**src/rtl/imem_loader.sv**
```systemverilog
// Byte-stream boot loader: receives a length-prefixed, XOR-checksummed program image
// and writes it word by word into instruction memory while holding the core in reset.
module imem_loader #(
   parameter logic [9:0] BASE_ADDR = 10'h080
) (
   input  logic        clk,
   input  logic        rst,
   input  logic        start,
   input  logic        byte_valid,
   input  logic [7:0]  byte_data,
   output logic        byte_ready,
   output logic [9:0]  mem_address,
   output logic [31:0] mem_data,
   output logic        mem_wren,
   output logic        core_rst_n,
   output logic        busy,
   output logic        done,
   output logic        error,
   output logic [10:0] words_loaded
);

   typedef enum logic [2:0] {IDLE, LEN_LO, LEN_HI, DATA, CHECK, DONE, ERR} state_t;

   state_t      state_reg, state_next;
   logic [7:0]  len_lo_reg;
   logic [10:0] len_reg;
   logic [1:0]  byte_cnt_reg;
   logic [23:0] word_reg;
   logic [7:0]  csum_reg;
   logic [10:0] words_reg;
   logic [9:0]  mem_address_reg;
   logic [31:0] mem_data_reg;
   logic        mem_wren_reg;

   logic        in_load;
   logic        accept;
   logic        can_start;
   logic [15:0] len_full;
   logic        len_bad;
   logic        last_word;

   assign in_load   = (state_reg == LEN_LO) || (state_reg == LEN_HI) ||
                      (state_reg == DATA)   || (state_reg == CHECK);
   assign accept    = byte_valid & in_load;
   assign can_start = start && ((state_reg == IDLE) || (state_reg == DONE) || (state_reg == ERR));
   assign len_full  = {byte_data, len_lo_reg};
   assign len_bad   = (len_full == 16'd0) || (len_full > 16'd1024);
   assign last_word = (words_reg + 11'd1) == len_reg;

   assign mem_address  = mem_address_reg;
   assign mem_data     = mem_data_reg;
   assign mem_wren     = mem_wren_reg;
   assign words_loaded = words_reg;

   always_ff @(posedge clk or negedge rst) begin
      if (!rst) state_reg <= IDLE;
      else      state_reg <= state_next;
   end

   always_comb begin
      state_next = state_reg;
      byte_ready = 1'b0;
      busy       = 1'b0;
      core_rst_n = 1'b0;
      done       = 1'b0;
      error      = 1'b0;
      case (state_reg)
         IDLE: begin
            core_rst_n = 1'b1;
            if (start) state_next = LEN_LO;
         end
         LEN_LO: begin
            byte_ready = 1'b1;
            busy       = 1'b1;
            if (byte_valid) state_next = LEN_HI;
         end
         LEN_HI: begin
            byte_ready = 1'b1;
            busy       = 1'b1;
            if (byte_valid) state_next = len_bad ? ERR : DATA;
         end
         DATA: begin
            byte_ready = 1'b1;
            busy       = 1'b1;
            if (byte_valid && (byte_cnt_reg == 2'd3) && last_word) state_next = CHECK;
         end
         CHECK: begin
            byte_ready = 1'b1;
            busy       = 1'b1;
            if (byte_valid) state_next = (byte_data == csum_reg) ? DONE : ERR;
         end
         DONE: begin
            core_rst_n = 1'b1;
            done       = 1'b1;
            if (start) state_next = LEN_LO;
         end
         ERR: begin
            error = 1'b1;
            if (start) state_next = LEN_LO;
         end
         default: state_next = IDLE;
      endcase
   end

   // Bytes shift in from the top so byte 0 ends up in bits 7:0 once the word is complete.
   always_ff @(posedge clk or negedge rst) begin
      if (!rst) begin
         len_lo_reg      <= 8'd0;
         len_reg         <= 11'd0;
         byte_cnt_reg    <= 2'd0;
         word_reg        <= 24'd0;
         csum_reg        <= 8'd0;
         words_reg       <= 11'd0;
         mem_address_reg <= 10'd0;
         mem_data_reg    <= 32'd0;
         mem_wren_reg    <= 1'b0;
      end else begin
         mem_wren_reg <= 1'b0;
         if (can_start) begin
            words_reg    <= 11'd0;
            csum_reg     <= 8'd0;
            byte_cnt_reg <= 2'd0;
         end
         if (accept) begin
            case (state_reg)
               LEN_LO: len_lo_reg <= byte_data;
               LEN_HI: len_reg    <= len_full[10:0];
               DATA: begin
                  csum_reg     <= csum_reg ^ byte_data;
                  byte_cnt_reg <= byte_cnt_reg + 2'd1;
                  if (byte_cnt_reg == 2'd3) begin
                     mem_data_reg    <= {byte_data, word_reg};
                     mem_address_reg <= BASE_ADDR + words_reg[9:0];
                     mem_wren_reg    <= 1'b1;
                     words_reg       <= words_reg + 11'd1;
                  end else begin
                     word_reg <= {byte_data, word_reg[23:8]};
                  end
               end
               default: ;
            endcase
         end
      end
   end

endmodule

```
**config.mk**
```make
export PLATFORM = sky130hd
export DESIGN_NAME = imem_loader
export DESIGN_NICKNAME = d
export VERILOG_FILES = /design/src/rtl/imem_loader.sv
export SDC_FILE = /design/constraint.sdc
export NUM_CORES = 1
export LEC_CHECK = 0
export ABC_AREA = 1
export CORE_MARGIN = 3
export CORE_UTILIZATION = 55
export CTS_CLUSTER_SIZE = 10
export DETAILED_ROUTE_END_ITERATION = 10
export GPL_TIMING_DRIVEN = 0
export PLACE_DENSITY = 0.81
export SYNTH_ARGS = -nofsm -noshare
export SYNTH_HDL_FRONTEND = slang
export SYNTH_SLANG_ARGS = --single-unit
```
**constraint.sdc**
```tcl
create_clock -name clk -period 2.5 [get_ports clk]
set_input_delay 0.5 -clock clk [delete_from_list [all_inputs] [get_ports clk]]
set_output_delay 0.5 -clock clk [all_outputs]
set_load 0.02 [all_outputs]
```
Yosys cells after proc, flatten, opt, wreduce, memory -nomap -nowiden
Cells that the tools add are included.

cells by class
  add/sub/neg operators = 3
  magnitude comparators = 1
  mux-type cells = 25
  bitwise gates (word level) = 3
  equality and inequality tests = 14
  reductions and logical operators = 19

operator list
  cell                                                   count
  two-way mux 11 bit                                     4
  two-way mux 8 bit                                      3
  two-way mux 3 bit                                      6
  > comparator 16 x 11 -> 1 bit (second input constant)  1
  zero test 16 bit                                       1
  one-hot mux 3 bit (5 select lines)                     1
  adder 11 x 1 -> 11 bit (second input constant)         1
  == test 11 bit                                         1
  adder 8 x 10 -> 10 bit (first input constant)          1
  == test 3 bit (second input constant)                  3
  == test 8 bit                                          1
  two-way mux 2 bit                                      4
  bitwise XOR 8 bit                                      1
  two-way mux 1 bit                                      7
  == test 3 x 2 -> 1 bit (second input constant)         2
  logical OR 1 bit                                       6
  != test 2 bit (second input constant)                  3
  AND reduction 3 bit                                    2
  AND reduction 5 bit                                    1
  != test 2 x 1 -> 1 bit (second input constant)         2
  AND reduction 2 bit                                    2
  OR reduction 4 bit                                     1
  == test 3 x 1 -> 1 bit (second input constant)         1
  logical AND 1 bit                                      3
  7 further kinds                                        7

word-level totals
  input bits = 12
  logic and storage cells = 75
  register bits after elaboration = 110

Depth between registers and ports, before layout
Gate-level depths: netlist of the first run.

  depth in word-level cells = 8
  gate-level depth with buffers = 14

Worst setup path before layout of the first run
No wires, ideal clock.

  kind = register -> register
  start point = register words_reg[0] (netlist: words_loaded[0])
  end point = register state_reg[0]
  cell stages (with the launch flop) = 13
  arrival time = 1723 ps
  period minus slack after synthesis = 1840 ps
  slack = 660 ps
  library setup time = 117 ps
  path buffers = 0
  data required time = 2383 ps
  path through = dfrtp_1 > ha_1 > nand2_2 > nor2_8 > nand3_2 > nand3_1 > nand2_1 > nor3_2 > nand3_1 > nand2_2 > nand2_2 > nand2_1 > nand2_1

between the ends
  word-level cells in the longest chain between the ends = 5

ends and longest elaborated chain
  what                                     line  RTL
  from (decl)                              30    logic [10:0] words_reg;
  from (signal assigned)                   135   words_reg <= words_reg + 11'd1;
  adder 11 x 1 -> 11 bit                   48    assign last_word = (words_reg + 11'd1) == len_reg;
  == test 11 bit                           48
  logical AND 1 bit                        85    if (byte_valid && (byte_cnt_reg == 2'd3) && last_word) state_next = CHECK;
  != test 2 x 1 -> 1 bit (no source line)  --
  AND reduction 5 bit (no source line)     --
  to (signal assigned)                     57    else state_reg <= state_next;
  to (decl)                                24    state_t state_reg, state_next;

No other way between the ends.
A chain may end at the register's enable or synchronous reset.

Final worst setup path of the first run
  start point = register state_reg[1]
  end point = output port byte_ready

between the ends
  word-level cells in the longest chain between the ends = 3

ends and longest elaborated chain
  what                                            line  RTL
  == test 3 x 1 -> 1 bit (tied with other cells)  67    case (state_reg)
  OR reduction 4 bit (no source line) (*)         --
  two-way mux 1 bit (*)                           67
  to (decl)                                       11    output logic byte_ready,

Mark *: on every way between the ends. The rest lies on a longest branch, timed or not.

==> results of run 1 <==
==> layout by cell type (no fill, tap or decap), drive strengths merged <==
cell	synthesis	routed
nand3	36	36
and2	1	1
or2	2	2
dfrtp	110	110
clkbuf	5	17
nand3b	4	4
a22o	9	9
xor2	9	9
a21oi	6	6
nor3	3	3
buf	15	18
nor2	25	25
o31ai	3	3
xnor2	1	1
nand2	166	166
inv	65	68
ha	3	3
nor4	3	3
clkinv	0	2
nand4	5	5
a31oi	1	1
o21ai	83	83
clkdlybuf4s50	0	67
==> cell type report <==
class | instances | area share (%)
Sequential cell | 110 | 46.36
Tap cell | 105 | 2.213
Multi-Input combinational cell | 360 | 30.35
Buffer | 20 | 1.834
Clock buffer | 11 | 2.381
Clock inverter | 5 | 0.6533
Inverter | 65 | 4.110
Timing Repair Buffer | 71 | 12.10
==> critical path, stage by stage (launching register included) <==
cell and delay (ns):
dfrtp_1 0.42, inv_1 0.13, nor2_1 0.07, nand2_1 0.07, nand2_1 0.07, nor2_1 0.12
inv_1 0.06, or2_2 0.29, buf_4 0.13, buf_4 0.14
==> through the flow <==
step | total power, mW | hold WS, ns | instances | setup WS (ns) | cell area [um2]
6_report | 4.922 | 0.1196 | 747 | 0.1288 | 5937
3_5_place_dp | 3.958 | 0.4592 | 731 | 0.1617 | 5764
5_1_grt | 5.257 | 0.1398 | 747 | 0.0007172 | 5937
2_1_floorplan | 3.428 | 0.2044 | 555 | 0.6602 | 4907
4_1_cts | 4.939 | 0.1346 | 747 | 0.08666 | 5941
3_3_place_gp | 3.851 | 0.4524 | 730 | -3.084 | 5739
==> cells by family after synthesis <==
family / Yosys count
flops: 110
buf+inv: 85
compound gates: 102
xor+xnor: 10
fa+ha+maj: 3
simple gates: 245
==> metal layers <==
layer	part of all wire (%)	up-vias	track usage (%)	routed length (um)
met1	45	1936	33.38	5059
li1	-	1948	-	-
met4	0.49	0	5.907	55
met5	0	-	0	0
met3	5.0	4	4.498	557
met2	49	109	39.76	5528
==> power by group through the flow <==
stage | registers [mW] | logic (mW) | clock network (mW)
floorplan | 2.43 | 1.00 | 0
global placement | 2.46 | 1.39 | 0
detailed placement | 2.48 | 1.48 | 0
CTS | 2.45 | 1.46 | 1.03
global route | 2.51 | 1.65 | 1.10
finish | 2.45 | 1.46 | 1.01
==> what timing repair did <==
action / CTS / global route
setup endpoints to repair: 2 / 1
resized for setup: 3 / 2
hold buffers: 0 / 0
==> path summary, 6_finish.rpt <==
check | slack, ns | start | depth (start not counted) | end
worst max-delay path | 0.13 | state_reg[1] | 9 | byte_ready
worst min-delay path | 0.12 | rst | 1 | mem_data[4]
worst max register to register | 0.51 | words_loaded[0] | 12 | state_reg[1]
worst min register to register | 0.49 | word_reg[0] | 2 | mem_data[0]
max in group asynchronous | 1.66 | rst | 2 | csum_reg[7]
min in group clk | 0.49 | word_reg[0] | 2 | mem_data[0]
==> impl_metrics.ini, run 1 <==
[outcome]
status = completed

[power_and_ir_drop]
p_per_area_nw_per_um2 = 829.0
comb_power_share_pct = 29.6
p_seq_share_pct = 49.9
power.share.clock_pct = 20.6
sw_frac_of_total_pct = 36.18
internal-power_mw = 3.141
switching_power_mw = 1.781
vdd_drop_max_mv = 0.5379
power_leakage_nw = 2.879

[layout]
final_nets = 652
area_growth_pct = 20.98
diodes = 0
drive_above_1_share_pct = 9.190
n_fill_cell = 637
multi_input_area_um2 = 1802
fin_util_pct = 70.48
largest_reg_flops = 32
seq_area_um2 = 2753

[die]
die_h_um = 100.5
die_w_um = 100.5
rows = 33
start_util_pct = 58.26
core-area_um2 = 8423
dieArea_um2 = 10090
io_pins = 71

[timing]
hold_viol_final = 0
final.setup.tns_ns = 0
final-setup-viol-count = 0
tightest_slew_ns = 0.6038
period_share_pct = 94.85
rsz0062_at_grt = no
period_needed_ns = 2.371
relSlewSlack_pct = 59.75
max_freq_ghz = 0.4217
drv_slew = 0
finalClockSkew_ns = 0.01388

[synth]
synth.distinct_cells = 34
synth_compound_area_share_pct = 11.35
synth_top_cell_by_area = dfrtp_1
yosysMostFrequentCell = nand2_1
synthFlopType = dfrtp_1
synthAdderAreaFrac_pct = 0.7649
synth_edf_count = 0
synthTopCellsByCount = nand2_1, dfrtp_1, inv_1, o21ai_0, o21ai_1
synth_xor_area_share_pct = 1.785
syn_avg_cell_area_um2 = 8.842
synth_top_family_by_area = simple AND/OR/NAND/NOR gates
synth_mux_area_share_pct = 0
synth_cells = 555
synthTopCellsByArea = dfrtp_1, nand2_1, inv_1
synth_area_um2 = 4907
synth.ff_latch_count = 110
yosysWarningCount = 0
ys_async_sr_fraction_pct = 100.0
synthSimpleGateAreaFrac_pct = 22.82
yosysTopAreaCellShare_pct = 56.09
synth_nets = 570
ys_seq_area_share_pct = 56.09

[placed_design]
routabilityCongestion = 0.9412
portBuffers = 70
place_hpwl_mm = 8.373

[clock_tree]
path_clk_slew_ns = 0.11
clk_latency_ns = 0.37
clkSinkCount = 110
htreeDepth = 3
cts_tree = done
clock_path_buffers = 2
cts_made_buffers = 9
cts_setup_buffers = 0
clock-root-buffer = clkbuf_8

[critical_path]
endpoint_kind = output port
cp_max_fo = 3
worstSetupStartpointType = flop
setup.worst_path.class = flop to output port
crit_required_ns = 2.00
worstPathArrival_ns = 1.87

[global_routing]
grt_overflow = 0
gr-usage-all-layers_pct = 24.12
grt_max_degree = 66
antenna_found_initial = 0
grt_pass1_vias = 3968
grt_pass1_wl_mm = 19.27

[routing]
drt_iter0_markers = 170
viasPerCell = 5.351
ant_nets = 0
dr.pass1.iters = 4
drt-wirelength-per-cell_um = 14.99
via_count = 3997
wl_mm = 11.20
route.detailed.drc = 0

[worst_hold_path]
min_path_type = input pin to asynchronous set/reset pin

[flow_run]
maxCapViolations = 0
Note: power is estimated with default switching activity, not from simulation.
==> run 2: changes to the inputs <==
--- a/config.mk
+++ b/config.mk
@@ -6,6 +6,7 @@
 export NUM_CORES = 1
 export LEC_CHECK = 0
 export ABC_AREA = 1
+export CORE_ASPECT_RATIO = 1.75
 export CORE_MARGIN = 3
 export CORE_UTILIZATION = 55
 export CTS_CLUSTER_SIZE = 10
==> run 2 against run 1 <==
  * Worst hold slack worse by 0.0083 ns
  * Register-to-register slack worse by 0.03 ns
  * Global-route usage is 0.71 points lower
  * Critical path depth is 1 lower
  * Maximum frequency is 1.7% higher
  * First-iteration DRC count is 28% higher
  * Die area is 0.45% higher
  * Clock skew is 0.0076 ns lower
  * Final cell count is 1.9% higher
  * Largest power group unchanged
==> impl_metrics.ini, run 2 (synthesized netlist as in run 1, its figures left out) <==
[power_and_ir_drop]
power_leakage_nw = 2.927
sw_frac_of_total_pct = 33.92
p_seq_share_pct = 47.1
vdd_drop_max_mv = 0.7471
power.share.clock_pct = 24.9
internal-power_mw = 3.444
p_per_area_nw_per_um2 = 859.7
switching_power_mw = 1.768
comb_power_share_pct = 28.0

[layout]
fin_util_pct = 69.93
drive_above_1_share_pct = 9.783
diodes = 0
final_common_cell = nand2_1
final_nets = 655
area_growth_pct = 23.56
largest_reg_flops = 32
final_cells = 761
most-common-layout-cells = nand2_1, dfrtp_1, clkdlybuf4s50_1, inv_1

[timing]
drv_slew = 0
relSlewSlack_pct = 63.92
final.setup.tns_ns = 0
tightest_slew_ns = 0.5362
period_needed_ns = 2.331
period_share_pct = 93.23
finalClockSkew_ns = 0.006297
postLayoutSetupSlackWorst_ns = 0.1693
max_freq_ghz = 0.4291
hold_viol_final = 0
final-setup-viol-count = 0
rsz0062_at_grt = no

[clock_tree]
clock-root-buffer = clkbuf_16
htreeDepth = 3
clk_latency_ns = 0.34
cts_made_buffers = 9
path_clk_slew_ns = 0.07
clkSinkCount = 110
cts_tree = done
clock_path_buffers = 2

[global_routing]
grt_overflow = 0
grt_max_degree = 78
grt_pass1_wl_mm = 18.49
antenna_found_initial = 0
gr-usage-all-layers_pct = 23.41
grt_pass1_vias = 4029

[placed_design]
portBuffers = 70
place_hpwl_mm = 8.175
placedCellCount = 743
routabilityCongestion = 0.9145
pre_cts_ws_ns = 0.1590

[worst_hold_path]
min_path_type = input pin to asynchronous set/reset pin

[die]
core-area_um2 = 8671
start_util_pct = 56.59
io_pins = 71
dieArea_um2 = 10140
rows = 45
die_w_um = 77.41
die_h_um = 131.0

[critical_path]
timing.rr.end = state_reg[0]
r2r_setup_slack_ns = 0.48
endpoint_kind = output port
r2r-start = words_loaded[0]
crit_path_top_delay_cell = dfrtp_1
crit_top_cell = nand2_1
worstPathCellList = inv_2 -> nor2_1 -> nand2_1 -> nand2_1 -> nor2_2 -> inv_1 -> or2_2 -> dlygate4sd2_1
cp_slowest_stage_delay_ns = 0.41
r2r_cells = 14
cp_max_fo = 3
worstSetupStartpointType = flop
setup.worst_path.class = flop to output port
worstPathArrival_ns = 1.83
crit_required_ns = 2.00

[routing]
drt-wirelength-per-cell_um = 14.58
drt_iter0_markers = 217
wl_mm = 11.10
ant_nets = 0
via_count = 4035
viasPerCell = 5.302
route.detailed.drc = 0
dr.pass1.iters = 4

[outcome]
status = completed

[flow_run]
maxCapViolations = 0
[run 2: per-stage QoR]
| step | total power, mW | hold WS, ns | cell area (um2) |
|---|---|---|---|
| 3_5_place_dp | 3.914 | 0.4576 | 5779 |
| 6_report | 5.212 | 0.1113 | 6063 |
| 3_3_place_gp | 3.840 | 0.4519 | 5754 |
| 2_1_floorplan | 3.428 | 0.2044 | 4907 |
| 4_1_cts | 5.205 | 0.1090 | 6042 |
| 5_1_grt | 5.570 | 0.1186 | 6063 |
[run 2: how the worst max path moves through the flow]
stage                   endpoint  slack [ns]  cells after the start            start
global placement    mem_data[28]       -3.01                      1              rst
finish                      busy        0.17                      8     state_reg[1]
detailed placement    byte_ready        0.16                      8     state_reg[2]
CTS                   byte_ready       0.005                      9     state_reg[1]
global route                busy        0.08                      8     state_reg[1]
floorplan           state_reg[0]        0.66                     12  words_loaded[0]
[run 2: cell type report]
cell class                 instances  area, um2
buffer                            20      108.9
clock buffer                      11      232.7
clock inverter                     4      31.28
fill                             686       2608
inverter                          65      244.0
multi-input combinational        360       1804
sequential                       110       2754
tap                              117      146.4
timing repair buffer              74      742.0
[run 2: repair_timing]
action / in CTS / in global routing
hold endpoints to repair: 0 / 0
buffers inserted: 0 / 3
resized for setup: 3 / 5
setup endpoints to repair: 2 / 1
cloned: 0 / 0
hold buffers: 0 / 0
[run 2: worst max-delay path, delay by kind of cell (launching register included)]
family,cells,cell delay (ns)
flops,1,0.41
simple gates,5,0.61
buf+inv,3,0.47
[run 2: power by group through the flow]
stage               clock network [mW]  registers [mW]  logic (mW)
finish                            1.30            2.45        1.46
global route                      1.38            2.51        1.68
CTS                               1.32            2.45        1.43
detailed placement                   0            2.47        1.44
global placement                     0            2.45        1.39
floorplan                            0            2.43        1.00
[run 2: layer usage]
metal / GRT usage, % / part of all wire (%) / up-vias
li1: - / - / 1954
met1: 26.15 / 39 / 1949
met2: 42.54 / 55 / 111
met3: 4.938 / 4.0 / 21
met4: 11.01 / 2.4 / 0
met5: 0 / 0 / -
==> run 3: changes to the inputs <==
--- a/config.mk
+++ b/config.mk
@@ -7,12 +7,11 @@
 export LEC_CHECK = 0
 export ABC_AREA = 1
 export CORE_ASPECT_RATIO = 1.75
-export CORE_MARGIN = 3
-export CORE_UTILIZATION = 55
+export CORE_UTILIZATION = 58
 export CTS_CLUSTER_SIZE = 10
 export DETAILED_ROUTE_END_ITERATION = 10
 export GPL_TIMING_DRIVEN = 0
-export PLACE_DENSITY = 0.81
+export PLACE_DENSITY = 0.84
 export SYNTH_ARGS = -nofsm -noshare
 export SYNTH_HDL_FRONTEND = slang
 export SYNTH_SLANG_ARGS = --single-unit
==> run 3 against run 2 <==
  * Non-clock buffer count shrank 2
  * Worst hold slack worse by 0.020 ns
  * Final cell count is 3.4% lower
  * Power grew 1.8%
  * Setup slack got worse by 0.071 ns
  * Via count is 1.3% higher
  * Die area is 13% lower
  * Maximum frequency is 3.0% lower
  * Clock power rose by 5%
  * Highest routed layer unchanged
==> impl_metrics.ini, run 3 (synthesized netlist as in run 1, its figures left out) <==
[placed_design]
placedCellCount = 718
place_area_um2 = 5748
portBuffers = 70
place_hpwl_mm = 7.988
routabilityCongestion = 0.9226

[worst_hold_path]
min_path_type = input pin to asynchronous set/reset pin

[timing]
finalClockSkew_ns = 0.004953
rsz0062_at_grt = no
period_share_pct = 96.07
max_freq_ghz = 0.4164
hold_viol_final = 0
final.setup.tns_ns = 0
tightest_slew_ns = 0.5235
final-setup-viol-count = 0
period_needed_ns = 2.402
relSlewSlack_pct = 64.78
drv_slew = 0

[clock_tree]
clkSinkCount = 110
clock-root-buffer = clkbuf_16
cts_made_buffers = 9
clk_latency_ns = 0.35
htreeDepth = 3
clock_path_buffers = 2
path_clk_slew_ns = 0.07
cts_hold_buf = 0
cts_tree = done

[layout]
final_nets = 653
drive_above_1_share_pct = 9.798
final_cell_area_um2 = 6040
final_cells = 735
most-common-layout-cells = nand2_1, dfrtp_1, clkdlybuf4s50_1, inv_1
final_common_cell = nand2_1
diodes = 0
seq_area_um2 = 2754
area_growth_pct = 23.07
n_fill_cell = 623
largest_reg_flops = 32
multi_input_area_um2 = 1804

[critical_path]
r2r_setup_slack_ns = 0.44
setup.worst_path.class = flop to output port
cp_max_fo = 3
crit_required_ns = 2.00
worstPathArrival_ns = 1.90
worstSetupStartpointType = flop
r2r_cells = 14
cp_slowest_stage_delay_ns = 0.42
timing.rr.end = state_reg[1]
endpoint_kind = output port
worstPathCellList = inv_2 -> nand2_1 -> nor2_1 -> nor2_2 -> inv_1 -> or2_2 -> dlygate4sd2_1
r2r-start = words_loaded[0]
crit_path_top_delay_cell = dfrtp_1

[global_routing]
grt_max_degree = 80
grt_pass1_vias = 3925
gr-usage-all-layers_pct = 27.39
grt_pass1_wl_mm = 18.35
grt_overflow = 0
antenna_found_initial = 0

[power_and_ir_drop]
p_per_area_nw_per_um2 = 878.2
power_leakage_nw = 2.926
p_total_mw = 5.304
vdd_drop_max_mv = 0.6376

[die]
io_pins = 71
die_h_um = 123.7
die_w_um = 71.53
core-area_um2 = 8258
dieArea_um2 = 8847
start_util_pct = 59.42
rows = 44

[routing]
via_count = 4086
drt-wirelength-per-cell_um = 15.00
drt_iter0_markers = 299
ant_nets = 0
dr.pass1.iters = 7
route.detailed.drc = 0
wl_mm = 11.02
viasPerCell = 5.559

[flow_run]
maxCapViolations = 0

[outcome]
status = completed
-- run 3: changes by cell type in the layout (fill, tap and decap cells not counted) --
cell	previous run	this run
clkbuf_8	0	2
clkbuf_1	7	6
clkinvlp_4	0	1
buf_4	5	3
inv_6	2	1
-- run 3: repair_timing --
action                                  CTS  global route
buffers inserted                          0             1
endpoints found under the setup margin    2             1
gates resized for setup                   5             3
-- run 3: per-layer routing --
layer | GRT usage (%) | wire, um | vias to the layer above
met5 | 0 | 0 | -
met4 | 13.85 | 336 | 0
met3 | 5.340 | 512 | 31
met2 | 47.14 | 5914 | 131
met1 | 32.69 | 4260 | 1966
li1 | - | - | 1958
-- run 3: how the worst max path moves through the flow --
stage               startpoint            to  slack (ns)  depth (start not counted)
2_1_floorplan  words_loaded[0]  state_reg[0]        0.66                         12
6_report          state_reg[0]          busy         0.1                          7
4_1_cts           state_reg[1]    byte_ready       0.009                          9
3_3_place_gp               rst  mem_data[30]       -2.91                          1
5_1_grt           state_reg[0]    core_rst_n       0.004                          5
3_5_place_dp      state_reg[2]    byte_ready        0.15                          8
-- run 3: worst max-delay path: cells and delay by family (launching register included) --
family,cells,cell delay [ns]
buffers and inverters,3,0.48
flip-flops,1,0.42
AND/OR/NAND/NOR,4,0.67
-- run 3: per-stage QoR --
| stage | worst slack (ns) | util, % | hold WS [ns] |
|---|---|---|---|
| finish | 0.09822 | 73.14 | 0.09151 |
| global route | 0.003662 | 73.14 | 0.1218 |
| CTS | 0.009058 | 73.06 | 0.09557 |
| detailed placement | 0.1520 | 69.61 | 0.4580 |
| global placement | -2.913 | 69.30 | 0.4527 |
| floorplan | 0.6602 | - | 0.2044 |
-- run 3: layout make-up --
type	instances	share of cell area [%]
tap	92	1.906
multi-input combinational	360	29.87
sequential	110	45.60
clock inverter	4	0.4972
clock buffer	12	4.247
buffer	20	1.802
timing repair buffer	72	12.04
inverter	65	4.040
-- run 3: power by group --
part	internal [mW]	total [mW]	leakage, nW	switching, mW
clock network	0.734	1.37	0.139	0.638
registers	2.19	2.45	1.48	0.268
logic	0.566	1.48	1.30	0.913
total	3.49	5.30	2.93	1.82
